[src/rtl/regfile_stream_ctrl.sv]
// Load/drain initiator for a small register file: loads DEPTH words from an input stream,
// then reads them back onto a registered output stream in forward or reverse order.
module regfile_stream_ctrl #(
  parameter int unsigned N     = 4,
  parameter int unsigned DEPTH = 4,
  parameter int unsigned AW    = 2
) (
  input  logic          i_clk,
  input  logic          i_rst_n,
  input  logic          i_start,
  input  logic          i_reverse,
  input  logic          i_in_valid,
  output logic          o_in_ready,
  input  logic [N-1:0]  i_in_data,
  output logic          o_out_valid,
  input  logic          i_out_ready,
  output logic [N-1:0]  o_out_data,
  output logic          o_rf_we,
  output logic [AW-1:0] o_rf_waddr,
  output logic [N-1:0]  o_rf_din,
  output logic [AW-1:0] o_rf_raddr,
  input  logic [N-1:0]  i_rf_dout,
  output logic          o_busy,
  output logic          o_done
);

  localparam int unsigned   CW     = AW + 1;
  localparam logic [CW-1:0] DepthC = CW'(DEPTH);
  localparam logic [CW-1:0] LastC  = CW'(DEPTH - 1);
  localparam logic [AW-1:0] LastA  = AW'(DEPTH - 1);

  typedef enum logic [1:0] {StIdle, StLoad, StDrain, StDone} state_e;

  state_e        r_state, w_state;
  logic [CW-1:0] r_wr_cnt, w_wr_cnt;
  logic [CW-1:0] r_rd_cnt, w_rd_cnt;
  logic          r_out_valid, w_out_valid;
  logic [N-1:0]  r_out_data, w_out_data;
  logic          r_rev, w_rev;
  logic          w_load;

  assign w_load      = (r_state == StLoad);
  assign o_in_ready  = w_load;
  assign o_rf_we     = w_load & i_in_valid;
  assign o_rf_waddr  = r_wr_cnt[AW-1:0];
  assign o_rf_din    = i_in_data;
  assign o_rf_raddr  = r_rev ? (LastA - r_rd_cnt[AW-1:0]) : r_rd_cnt[AW-1:0];
  assign o_out_valid = r_out_valid;
  assign o_out_data  = r_out_data;
  assign o_busy      = w_load | (r_state == StDrain);
  assign o_done      = (r_state == StDone);

  always_comb begin
    w_state     = r_state;
    w_wr_cnt    = r_wr_cnt;
    w_rd_cnt    = r_rd_cnt;
    w_out_valid = r_out_valid;
    w_out_data  = r_out_data;
    w_rev       = r_rev;
    unique case (r_state)
      StIdle: begin
        if (i_start) begin
          w_state  = StLoad;
          w_rev    = i_reverse;
          w_wr_cnt = '0;
        end
      end
      StLoad: begin
        if (i_in_valid) begin
          w_wr_cnt = r_wr_cnt + CW'(1);
          if (r_wr_cnt == LastC) begin
            w_state  = StDrain;
            w_rd_cnt = '0;
          end
        end
      end
      StDrain: begin
        // Refill the output register whenever it is empty or being consumed this cycle.
        if ((r_rd_cnt < DepthC) && (!r_out_valid || i_out_ready)) begin
          w_out_data  = i_rf_dout;
          w_out_valid = 1'b1;
          w_rd_cnt    = r_rd_cnt + CW'(1);
        end else if (i_out_ready) begin
          w_out_valid = 1'b0;
          if ((r_rd_cnt == DepthC) && r_out_valid) begin
            w_state = StDone;
          end
        end
      end
      StDone: w_state = StIdle;
      default: w_state = StIdle;
    endcase
  end

  always_ff @(posedge i_clk) begin
    if (!i_rst_n) begin
      r_state     <= StIdle;
      r_wr_cnt    <= '0;
      r_rd_cnt    <= '0;
      r_out_valid <= 1'b0;
      r_out_data  <= '0;
      r_rev       <= 1'b0;
    end else begin
      r_state     <= w_state;
      r_wr_cnt    <= w_wr_cnt;
      r_rd_cnt    <= w_rd_cnt;
      r_out_valid <= w_out_valid;
      r_out_data  <= w_out_data;
      r_rev       <= w_rev;
    end
  end

endmodule
[config.mk]
export PLATFORM = sky130hd
export DESIGN_NAME = regfile_stream_ctrl
export DESIGN_NICKNAME = d
export VERILOG_FILES = /design/src/rtl/regfile_stream_ctrl.sv
export SDC_FILE = /design/constraint.sdc
export NUM_CORES = 1
export LEC_CHECK = 0
export CORE_MARGIN = 2
export CORE_UTILIZATION = 40
export CTS_CLUSTER_DIAMETER = 200
export DETAILED_ROUTE_END_ITERATION = 8
export PLACE_DENSITY = 0.77
export RECOVER_POWER = 50
export SLEW_MARGIN = 20
export SYNTH_ARGS = -nofsm -noshare
export SYNTH_HDL_FRONTEND = slang
export SYNTH_SLANG_ARGS = --single-unit
[constraint.sdc]
create_clock -name i_clk -period 2.1 [get_ports i_clk]
set_clock_uncertainty 0.2 [all_clocks]
set_input_delay 0.42 -clock i_clk [delete_from_list [all_inputs] [get_ports i_clk]]
set_output_delay 0.42 -clock i_clk [all_outputs]
set_load 0.02 [all_outputs]
==> results.sh <==
export IMPL_status="complete, no violations"
export IMPL_drt_iter0_markers=31
export IMPL_route_antenna_remaining_nets=0
export IMPL_ys_seq_area_frac=0.327
export IMPL_placed_cell_area_sq_mm=0.00107
export IMPL_diodes=0
export IMPL_setup_viol=0
export IMPL_setup_slack_ps=113
export IMPL_vias_per_cell=5.23
export IMPL_synth_top_area_share=0.327
export IMPL_grt_met3_usage=0.0208
export IMPL_grt_use_total=0.156
export IMPL_power_density_mw_per_mm2=1080
export IMPL_irDropWorstVdd_v=0.000606
export IMPL_synth_area_leaders="dfxtp_1, ha_1, buf_4"
export IMPL_netSwitchingPower_mw=0.503
export IMPL_netlist_area_sq_um=858
export IMPL_holdCritPathClass="flip-flop to flip-flop"
export IMPL_grt_antenna_before_repair=0
export IMPL_ys_types=28
export IMPL_internal_power_mw=0.681
export IMPL_critPathMaxFanout=4
export IMPL_drive_gt1_frac=0.109
export IMPL_syn_mean_instance_area_sq_um=8.58
export IMPL_clk_pin_slew_ps=80
export IMPL_p_comb_frac=0.569
export IMPL_fin_setup_tns_ps=0
export IMPL_clkLatencyLatePin_ps=280
export IMPL_ys_flop_type="dfxtp_1"
export IMPL_wl_um=1800
export IMPL_hold_slack_ps=292
export IMPL_period_needed_ps=1990
export IMPL_cts_tree="built"
export IMPL_maxCapViolCount=0
export IMPL_fp_dieW_um=50.3
export IMPL_multi_input_area_sq_um=480
export IMPL_min_period_over_period=0.946
export IMPL_post_cts_setup_buffers=0
export IMPL_worstReg2RegEnd="o_out_data[1]$_SDFFE_PN0P_"
export IMPL_cts_buffers=3
export IMPL_worst_r2r_cell_count=6
export IMPL_busiest_layer="met2"
export IMPL_use_met1=0.188
export IMPL_setup_worst_path_end="o_busy"
export IMPL_dp_slack_ps=-175
export IMPL_n_fill_cell=186
export IMPL_place_inst=143
export IMPL_relSlewSlack=0.744
export IMPL_power_total_mw=1.18
export IMPL_drc=0
export IMPL_synth_nets=122
export IMPL_dpl_hpwl_um=1360
export IMPL_vias=763
export IMPL_synth_edff_count=0
export IMPL_swShare=0.425
export IMPL_crit_start="r_state[0]$_SDFFE_PN0P_"
export IMPL_final_cell_mix="clkdlybuf4s50_1, dfxtp_1, nor2_1, inv_1"
export IMPL_crit_path_start_kind="flip-flop"
export IMPL_worstMarginPinSlew_ps=383
export IMPL_r2r_start="r_state[0]$_SDFFE_PN0P_"
export IMPL_firstDrtPassIters=6
export IMPL_worstPathArrival_ps=1370
export IMPL_cts_root_buf="clkbuf_4"
export IMPL_async_flop_share=0
export IMPL_synth_largest_area_cell="dfxtp_1"
export IMPL_grt_pass1_wl_um=3120
export IMPL_p_seq_frac=0.305
export IMPL_syn_to_final_growth_pct=27.7
export IMPL_grt_max_degree=13
export IMPL_place_congestion=0.794
export IMPL_stdcell_count=146
export IMPL_critPathKind="flip-flop to primary output"
export IMPL_crit_required_ps=1480
export IMPL_r2r_slack_ps=150
export IMPL_grt_ovfl_total=0
export IMPL_finalNetCount=143
export IMPL_initial_core_util=0.429
export IMPL_slew_viol_final=0
export IMPL_cts_sinks=14
export IMPL_clock_fmax_mhz=503
export IMPL_ios=31
export IMPL_rows=16
export IMPL_fin_area_sq_mm=0.00110
export IMPL_fin_util=0.548
export IMPL_routedWlPerCell_um=12.3
export IMPL_fp_coreArea_sq_mm=0.00200
export IMPL_htreeDepth=1
export IMPL_cp_end_kind="primary output"
export IMPL_die_area_sq_mm=0.00253
export IMPL_gr_usage_met2=0.279
export IMPL_ys_warn_count=0
export IMPL_regArea_sq_um=282
export IMPL_layout_commonest_cell="clkdlybuf4s50_1"
export IMPL_synth_seq_cells=14
export IMPL_whs_path_depth=2
export IMPL_grt_pass1_vias=720
export IMPL_port_buffers=22
export IMPL_die_h_um=50.3
export IMPL_syn_inst=100
export IMPL_cts_buffer_depth=2
export IMPL_finalHoldViolCount=0
export IMPL_p_clk_frac=0.126
export IMPL_p_leak_nw=0.513
==> how the worst min path moves through the flow <==
stage               slack (ps)                        from                    endpoint
floorplan                  270    r_wr_cnt[2]$_SDFFE_PN0P_    r_wr_cnt[2]$_SDFFE_PN0P_
global placement           280  o_out_data[3]$_SDFFE_PN0P_  o_out_data[3]$_SDFFE_PN0P_
detailed placement         290  o_out_data[0]$_SDFFE_PN0P_  o_out_data[0]$_SDFFE_PN0P_
CTS                        300     r_state[1]$_SDFFE_PN0P_     r_state[1]$_SDFFE_PN0P_
global route               330     r_state[1]$_SDFFE_PN0P_     r_state[1]$_SDFFE_PN0P_
finish                     290     r_state[1]$_SDFFE_PN0P_     r_state[1]$_SDFFE_PN0P_
==> sequential cells by signal, summed over array words and instances, names as in the netlist <==
register,flops
o_out_data,4
o_out_valid,1
r_rd_cnt,3
r_state,2
r_wr_cnt,3
r_rev,1
==> cell families (layout without fill, tap and decap cells) <==
| kind of cell | Yosys count | after routing | share of synthesized area |
|---|---|---|---|
| AO/OA/AOI/OAI | 20 | 20 | 0.165 |
| multiplexers | 5 | 5 | 0.0583 |
| XOR/XNOR | 2 | 2 | 0.0204 |
| buffers and inverters | 18 | 37 | 0.118 |
| flip-flops | 14 | 14 | 0.327 |
| AND/OR/NAND/NOR | 33 | 33 | 0.195 |
| adder cells (fa/ha/maj) | 8 | 8 | 0.117 |
==> routing by layer <==
| layer | up-vias | wire length, um |
|---|---|---|
| met1 | 349 | 806 |
| met4 | 0 | 34 |
| met2 | 32 | 866 |
| met5 | - | 0 |
| li1 | 375 | - |
| met3 | 7 | 95 |
==> power by group through the flow <==
| stage | combinational [mW] | clock, mW | sequential [mW] |
|---|---|---|---|
| floorplan | 0.460 | 0 | 0.383 |
| global placement | 0.665 | 0 | 0.360 |
| detailed placement | 0.683 | 0 | 0.365 |
| CTS | 0.664 | 0.151 | 0.362 |
| global route | 0.749 | 0.166 | 0.369 |
| finish | 0.674 | 0.149 | 0.362 |
==> cell usage after synthesis, drive strengths merged, types with 5 or more instances <==
library cell,number
nand2,8
dfxtp,14
mux2i,5
o21ai,5
ha,8
inv,9
a21oi,7
nor2,10
buf,8
==> worst max-delay path, cell delays in order (launching register included) <==
cell	delay, ps
dfxtp_1	380
inv_1	100
ha_1	320
clkdlybuf4s15_1	290
==> area by class of cell <==
cell class,count,share of cell area
multi-input cells,68,0.438
flip-flops and latches,14,0.257
repair buffers,25,0.223
inverters,9,0.0308
well taps,27,0.0308
clock buffers,3,0.0205
==> repair_timing <==
action | CTS | global route
hold buffers | 0 | 0
setup endpoints to repair | 3 | 6
resized for setup | 4 | 7
No activity file was read; power rests on OpenSTA's default activity.
